--- src/rtl/ttl_arb_pkg.sv ---
// ttl_arb_pkg: state encoding and sizing helper shared by the NOR share arbiter files.
package ttl_arb_pkg;
  typedef enum logic [1:0] {IDLE = 2'd0, SETTLE = 2'd1, DONE = 2'd2} arb_state_e;
  function automatic int clog2(input int n);
    int r;
    for (r = 1; (1 << r) < n; r++) ;
    return r;
  endfunction
endpackage

--- src/rtl/ttl_7427.sv ---
// ttl_7427: array of BLOCKS WIDTH_IN-input NOR gates, zero-delay functional model.
module ttl_7427 #(
  parameter int BLOCKS     = 3,
  parameter int WIDTH_IN   = 3,
  parameter int DELAY_RISE = 0,
  parameter int DELAY_FALL = 0
)(
  input  logic [BLOCKS*WIDTH_IN-1:0] A_2D,
  output logic [BLOCKS-1:0]          Y
);
  for (genvar b = 0; b < BLOCKS; b++) begin : g_gate
    assign Y[b] = ~|A_2D[b*WIDTH_IN +: WIDTH_IN];
  end
  // board delays are absorbed by the arbiter's hold window, not modelled here
  if (DELAY_RISE + DELAY_FALL > 0) begin : g_delay_unmodelled
  end
endmodule

--- src/rtl/ttl_rr_pick.sv ---
// ttl_rr_pick: combinational round-robin picker, first set request at or above ptr.
module ttl_rr_pick import ttl_arb_pkg::*; #(
  parameter int REQUESTERS = 3,
  localparam int SW = clog2(REQUESTERS)
)(
  input  logic [REQUESTERS-1:0] req,
  input  logic [SW-1:0]         ptr,
  output logic [SW-1:0]         sel,
  output logic                  valid
);
  always_comb begin
    int k;
    sel = '0;
    for (int i = REQUESTERS - 1; i >= 0; i--) begin
      k = (int'(ptr) + i) % REQUESTERS;
      sel = req[SW'(k)] ? SW'(k) : sel;
    end
  end
  assign valid = |req;
endmodule

--- src/rtl/ttl_nor_share_arbiter.sv ---
// ttl_nor_share_arbiter: round-robin share of one ttl_7427 among REQUESTERS clients.
// Optional TTL_ARB_LOCK_EN adds a Lock input that re-grants the last winner.
module ttl_nor_share_arbiter import ttl_arb_pkg::*; #(
  parameter int REQUESTERS  = 3,
  parameter int BLOCKS      = 3,
  parameter int WIDTH_IN    = 3,
  parameter int HOLD_CYCLES = 2,
  parameter int DELAY_RISE  = 0,
  parameter int DELAY_FALL  = 0
)(
  input  logic                                 Clk,
  input  logic                                 Clear_bar,
  input  logic [REQUESTERS-1:0]                Req,
  input  logic [REQUESTERS*BLOCKS*WIDTH_IN-1:0] A_2D,
`ifdef TTL_ARB_LOCK_EN
  input  logic                                 Lock,
`endif
  output logic [REQUESTERS-1:0]                Grant,
  output logic                                 Done,
  output logic [BLOCKS-1:0]                    Y
);
  localparam int SW = clog2(REQUESTERS);
  localparam int CW = clog2(HOLD_CYCLES);
  localparam int BW = BLOCKS * WIDTH_IN;
  arb_state_e state, state_n;
  logic [SW-1:0] sel, sel_n, ptr, ptr_n, pick, sel_inc;
  logic [CW-1:0] cnt, cnt_n;
  logic [REQUESTERS-1:0] grant_n;
  logic [BLOCKS-1:0] y_n, gate_y;
  logic [BW-1:0] ops [REQUESTERS];
  logic [BW-1:0] gate_a;
  logic valid, keep;
  for (genvar r = 0; r < REQUESTERS; r++) begin : g_ops
    assign ops[r] = A_2D[r*BW +: BW];
  end
  ttl_rr_pick #(.REQUESTERS(REQUESTERS)) u_pick (
    .req(Req), .ptr(ptr), .sel(pick), .valid(valid)
  );
  // idle gate sees all-zero inputs; its all-ones output is never captured there
  assign gate_a = (state == IDLE) ? '0 : ops[sel];
  ttl_7427 #(
    .BLOCKS(BLOCKS), .WIDTH_IN(WIDTH_IN), .DELAY_RISE(DELAY_RISE), .DELAY_FALL(DELAY_FALL)
  ) u_gate (
    .A_2D(gate_a), .Y(gate_y)
  );
  assign sel_inc = (sel == SW'(REQUESTERS - 1)) ? '0 : sel + 1'b1;
  assign Done = state == DONE;
`ifdef TTL_ARB_LOCK_EN
  assign keep = Lock;
`else
  assign keep = 1'b0;
`endif
  always_ff @(posedge Clk or negedge Clear_bar) begin
    if (!Clear_bar) begin
      state <= IDLE;
      sel   <= '0;
      ptr   <= '0;
      cnt   <= '0;
      Grant <= '0;
      Y     <= '0;
    end else begin
      state <= state_n;
      sel   <= sel_n;
      ptr   <= ptr_n;
      cnt   <= cnt_n;
      Grant <= grant_n;
      Y     <= y_n;
    end
  end
  always_comb begin
    state_n = state;
    sel_n   = sel;
    ptr_n   = ptr;
    cnt_n   = cnt;
    grant_n = Grant;
    y_n     = Y;
    case (state)
      IDLE: if (valid) begin
        state_n = SETTLE;
        sel_n   = pick;
        grant_n = REQUESTERS'(1) << pick;
        cnt_n   = CW'(HOLD_CYCLES - 1);
      end
      SETTLE: if (!Req[sel]) begin
        state_n = IDLE;
        grant_n = '0;
        ptr_n   = sel_inc;
      end else if (cnt == '0) begin
        state_n = DONE;
        y_n     = gate_y;
      end else begin
        cnt_n = cnt - 1'b1;
      end
      default: begin
        state_n = IDLE;
        grant_n = '0;
        ptr_n   = keep ? sel : sel_inc;
      end
    endcase
  end
endmodule

--- config.mk ---
export PLATFORM = sky130hd
export DESIGN_NAME = ttl_nor_share_arbiter
export DESIGN_NICKNAME = d
export VERILOG_FILES = /design/src/rtl/ttl_arb_pkg.sv /design/src/rtl/ttl_7427.sv /design/src/rtl/ttl_rr_pick.sv /design/src/rtl/ttl_nor_share_arbiter.sv
export SDC_FILE = /design/constraint.sdc
export NUM_CORES = 1
export LEC_CHECK = 0
export ABC_CLOCK_PERIOD_IN_PS = 1550
export CORE_MARGIN = 8
export CORE_UTILIZATION = 35
export CTS_BUF_LIST = sky130_fd_sc_hd__clkbuf_8
export DETAILED_ROUTE_END_ITERATION = 12
export GPL_TIMING_DRIVEN = 1
export PLACE_DENSITY = 0.74
export SLEW_MARGIN = 20
export SYNTH_ARGS = -nofsm -noshare
export SYNTH_HDL_FRONTEND = slang
export SYNTH_HIERARCHICAL = 1
export SYNTH_SLANG_ARGS = --single-unit
--- constraint.sdc ---
create_clock -name Clk -period 1.55 [get_ports Clk]
set_input_delay 0.3875 -clock Clk [delete_from_list [all_inputs] [get_ports Clk]]
set_output_delay 0.3875 -clock Clk [all_outputs]
set_load 0.02 [all_outputs]
==> reports/qor.txt, run 1 <==
status: finished, violations left
failing checks: negative setup slack
Initial Util: 35.30%
gpl congestion: 0.8899
clock period minus worst slack: 1.668 ns
Leak: 0.7961 nW
synthesized flop and latch total: 13
row cnt: 20
TritonCTS clock tree: done
RR Startpoint: ptr[0]
sequential area share after synthesis: 31.21%
root buffer cell: clkbuf_8
IR drop worst, VDD: 0.6701 mV
first-pass GRT wire length: 5.333 mm
CTS H-tree depth: 1
clock sink count: 13
area leader, netlist: dfrtp_1
Yosys top cell area share: 31.21%
layout net count: 217
max_cap viols: 0
area of the core: 0.002953 sq mm
Tightest Hold Check Type: input port to asynchronous set/reset pin
WL/cell: 14.33 microns
clk_skew: 0.002113 ns
ANT cells: 0
WP data required: 1.68 ns
crit path from: ptr[0]
Routed Antenna Nets: 0
share of layout cells above drive strength 1: 40.88%
First DRT Iteration DRCs: 13
Die Area: 0.004980 sq mm
total chip power: 0.003050 W
top cells by area, synth: dfrtp_1 31%, mux2i_1 9.6%, or2_2 5.4%
fraction of registers with async set/reset: 100.0%
cell area after synthesis: 0.001042 sq mm
Via density: 5.173
Avg Synthesized Cell Area: 8.833 sq um
DR vias: 1107
die height: 70.57 microns
cts bufs inserted: 3
io pins: 39
CP Launch Type: flip-flop
clock buffer depth: 2
Post-synth EDFFs: 0
RSZ-0062 raised after global routing: true
Clk Latency, worst-skew pair: 0.24 ns
fmax: 599.4 MHz
Final Setup Violations: 8
Detailed Route WL: 3.066 mm
critical path class: flip-flop to flip-flop
count of cell types in the netlist: 36
Crit Path Max Fanout: 4
Slew HR: 76.42%
initial antenna violation count: 0
Inst Count DP: 205
Hold Violations, Final: 0
Finished Layout Cells: 214
vias in the first global route: 1247
port bufs: 38
clk slew on worst S/H paths: 0.05 ns
Area Growth Syn to Fin: 78.39%
pwr/cell area: 1640 mW/mm^2
Post-Syn Nets: 153
DRC violations left: 0
Fillers: 251
Synth warnings: 6
hpwl dp: 2.472 mm
Worst EP arrival: 1.80 ns
worst slew pin tran: 0.3529 ns
ys flop type: dfrtp_1
setup ws final: -0.1185 ns
drt pass-1 iters: 3
critical path endpoint category: flip-flop
Tcrit/Tclk final: 107.6%
Pins Over Slew Limit: 0
GR Util All Layers: 12.90%
R2R depth: 6
largest net degree at the start of global routing: 16
Die Wd: 70.57 microns
gr ovfl total: 0
Mapped Cells: 118
## worst paths after layout
check,slack (ns),to
setup reg to reg,-0.12,sel[1]
hold / removal,0.45,Y[0]
setup / recovery,-0.12,sel[1]
max in group asynchronous,0.93,ptr[1]
min in group Clk,0.51,Y[0]
hold reg to reg,0.51,Y[0]
## layout make-up
class                      instances  area, sq um  share of cell area [%]
tap                               33        41.29                   2.221
sequential                        13        326.6                   17.56
clock buffer                       3        41.29                   2.221
multi-input combinational         92        832.0                   44.75
timing repair buffer              64        584.3                   31.43
inverter                           8        30.03                   1.615
clock inverter                     1        3.754                  0.2019
## cell usage in the layout (no fill, tap or decap), types with 3 or more instances in the layout
cell type,count
a21oi_2,9
buf_4,24
clkbuf_8,3
clkdlybuf4s50_1,28
dfrtp_1,12
dlygate4sd2_1,9
inv_1,7
mux2_4,4
mux2i_1,9
nand2_1,14
nor2_1,4
nor2b_1,3
nor3_2,3
o21ai_0,3
or2_4,8
## synth_stat cells (3+ instances only)
cell type / number
mux2i_1: 10
clkbuf_1: 3
a21oi_1: 10
or2_2: 9
nor3_2: 3
nor2_1: 4
o21ai_0: 5
inv_1: 8
nand2_1: 14
mux2_1: 3
nand2b_1: 3
ha_1: 3
nor2b_1: 3
dfrtp_1: 13
## state kept, by name (all words and copies together) (netlist names)
signal  count
Grant       3
Y           3
ptr         2
sel         2
state       2
cnt         1
## metrics by stage
step	worst slack [ns]	hold WS [ns]	instance area [sq um]	utilization, %	setup TNS [ns]
6_report	-0.1185	0.4491	1859	62.97	-0.4909
5_1_grt	-0.1875	0.4713	1859	62.97	-1.047
4_1_cts	-0.1137	0.4572	1821	61.65	-0.5476
3_5_place_dp	-0.4124	0.4818	1708	57.84	-3.702
3_3_place_gp	-0.3280	0.4715	1708	57.84	-3.219
2_1_floorplan	-0.007630	0.09191	1141	-	-0.007630
## what timing repair did
item / in CTS / in global routing
buffers inserted: 2 / 3
gates resized for setup: 25 / 6
pin swaps: 5 / 2
endpoints found under the setup margin: 16 / 12
cloned: 0 / 0
hold buffers: 0 / 0
## critical path: stages (launching register included)
cell	delay [ns]
dfrtp_1	0.39
inv_2	0.09
ha_4	0.21
and2b_1	0.18
o221ai_2	0.22
o311ai_4	0.17
mux2_4	0.29
## cells by family after synthesis
family	synth area share, %
and+or+nand+nor	24.61
AOI/OAI and AO/OA	20.41
muxes	15.01
buffers and inverters	5.162
DFF	31.21
adders and majority gates	3.602
## layer usage
metal | global-route usage, % | vias to the layer above | routed length (microns)
li1 | - | 548 | -
met4 | 7.390 | 0 | 76
met3 | 2.966 | 6 | 165
met1 | 13.14 | 518 | 1243
met5 | 0 | - | 0
met2 | 23.51 | 35 | 1580
## report_power, final
part	internal, W	switching [W]
combinational	0.00117	0.000999
sequential	0.000482	0.000106
clock	0.000175	0.000121
total	0.00182	0.00123
(Power assumes the default switching activity.)
==> run 2, diff against run 1 <==
- CORE_MARGIN: 8 -> 5
==> run 2 against run 1 <==
Effect of this change:
- the run still ends with negative setup slack left
- worst hold slack worse by 0.0010 ns
- maximum frequency up 0.18%
- critical path depth did not move
- via count down 2.6%
- combinational power hardly changed
- critical endpoint unchanged
==> reports/qor.txt, run 2 (synthesized netlist as in run 1, its figures left out) <==
status: finished, violations left
failing checks: negative setup slack
Crit Path Max Fanout: 4 (unchanged)
Placement Setup Slack: -0.3902 ns (+0.02218 ns)
WL/cell: 13.52 microns (-5.7%)
worst slew pin tran: 0.3069 ns (-0.04607 ns)
root buffer cell: clkbuf_8
area of the core: 0.002805 sq mm (-5.0%)
vias in the first global route: 1151 (-7.7%)
drt pass-1 iters: 4 (+1)
fmax: 600.5 MHz (+0.18%)
hpwl dp: 2.367 mm (-4.3%)
Largest regs: Grant (3), Y (3)
clk_skew: 0.0003633 ns (-0.001749 ns)
Final Setup Violations: 8 (unchanged)
max_cap viols: 0 (unchanged)
IR drop worst, VDD: 0.7518 mV (+12%)
Tightest Hold Check Type: input port to asynchronous set/reset pin
critical path class: flip-flop to flip-flop
Tcrit/Tclk final: 107.4% (-0.20 points)
worst path cell trace: inv_2, ha_4, and2b_1, o221ai_2, o311ai_4, mux2_4
die height: 64.57 microns (-8.5%)
Buf/Inv on CP: 1 (unchanged)
Slew HR: 79.14% (+2.7 points)
Hold Violations, Final: 0 (unchanged)
Detailed Route WL: 2.852 mm (-7.0%)
DRC violations left: 0 (unchanged)
Pins Over Slew Limit: 0 (unchanged)
ANT cells: 0 (unchanged)
fin util: 66.01% (+3.0 points)
Die Area: 0.004169 sq mm (-16%)
largest net degree at the start of global routing: 16 (unchanged)
gr ovfl total: 0 (unchanged)
cts bufs inserted: 3 (unchanged)
Routed Antenna Nets: 0 (unchanged)
pwr/cell area: 1631 mW/mm^2 (-0.54%)
Clk Latency, worst-skew pair: 0.24 ns (about the same)
Die Wd: 64.57 microns (-8.5%)
RSZ-0062 raised after global routing: true
GR Util All Layers: 14.81% (+1.9 points)
Fillers: 237 (-5.6%)
most frequent cells in the layout: 28 x clkdlybuf4s50_1, 23 x buf_4, 13 x dfrtp_1, 13 x nand2_1
post-route cell area: 0.001852 sq mm (-0.40%)
Worst path max stage delay: 0.40 ns (about the same)
WP data required: 1.67 ns (about the same)
clock buffer depth: 2 (unchanged)
area of the multi-input gates: 835.8 sq um (+0.45%)
hold slack: 0.4481 ns (-0.001041 ns)
DR vias: 1078 (-2.6%)
delay-heaviest family, CP: flip-flops
CP Launch Type: flip-flop
initial antenna violation count: 0 (unchanged)
TritonCTS clock tree: done
Worst EP arrival: 1.79 ns (about the same)
layout net count: 216 (-0.46%)
clock period minus worst slack: 1.665 ns (-0.003049 ns)
row cnt: 19 (-5.0%)
most common cell after layout, fill and taps aside: clkdlybuf4s50_1
share of layout cells above drive strength 1: 40.56% (-0.33 points)
slowest cell on the critical path: dfrtp_1
gpl congestion: 0.7805 (-12%)
clk slew on worst S/H paths: 0.05 ns (about the same)
Placed Area: 0.001698 sq mm (-0.59%)
critical path endpoint category: flip-flop
Via density: 5.109 (-1.2%)
io pins: 39 (unchanged)
first-pass GRT wire length: 4.926 mm (-7.6%)
port bufs: 38 (unchanged)
CTS H-tree depth: 1 (unchanged)
Area Growth Syn to Fin: 77.67%
Leak: 0.7902 nW (-0.73%)
clock sink count: 13 (unchanged)
First DRT Iteration DRCs: 21 (+8)
FF+latch area: 325.3 sq um (-0.38%)
total chip power: 0.003021 W (-0.94%)
Initial Util: 37.15% (+1.9 points)
setup ws final: -0.1154 ns (+0.003049 ns)
[run 2: cell types whose count changed in the layout (fill, tap and decap cells not counted), sizes merged]
cell / before / now
buf: 26 / 25
[run 2: power by group]
part | internal [W] | switching, W
clock | 0.000175 | 0.000117
combinational | 0.00116 | 0.000991
sequential | 0.000481 | 0.0000949
[run 2: stage by stage]
step | instances | TNS (ns)
6_report | 211 | -0.5633
2_1_floorplan | 118 | -0.007630
5_1_grt | 211 | -1.063
3_5_place_dp | 202 | -3.611
3_3_place_gp | 202 | -3.140
4_1_cts | 209 | -0.5198
[run 2: worst reg2reg max path: stages, from the launching register on]
cell and delay, ns:
dfrtp_1 0.40, inv_2 0.09, ha_4 0.21, and2b_1 0.19, o221ai_2 0.21, o311ai_4 0.16, mux2_4 0.29
[run 2: timing repair]
item / 4_1_cts / 5_1_grt
resized for setup: 24 / 7
pin swaps: 7 / 4
buffers inserted: 3 / 2
endpoints found under the setup margin: 16 / 9
hold buffers: 0 / 0
[run 2: area by class of cell]
class	instances	share of cell area (%)
Multi-Input combinational cell	92	45.14
Sequential cell	13	17.57
Inverter	8	1.622
Timing Repair Buffer	63	31.15
Tap cell	31	2.095
Clock buffer	3	2.230
Clock inverter	1	0.2027
[run 2: final timing paths]
kind,startpoint,to,slack (ns),cells after the start
max in group asynchronous,Clear_bar,Grant[2],0.94,2
min in group Clk,Y[2],Y[2],0.51,1
worst max register to register,ptr[0],sel[1],-0.12,6
worst min register to register,Y[2],Y[2],0.51,1
worst max-delay path,ptr[0],sel[1],-0.12,6
worst min-delay path,Clear_bar,ptr[0],0.45,2
[run 2: per-layer routing]
metal	global-route usage, %	routed length (microns)
met1	15.32	1099
met2	28.74	1541
met3	2.936	185
met4	6.332	25
met5	0	0
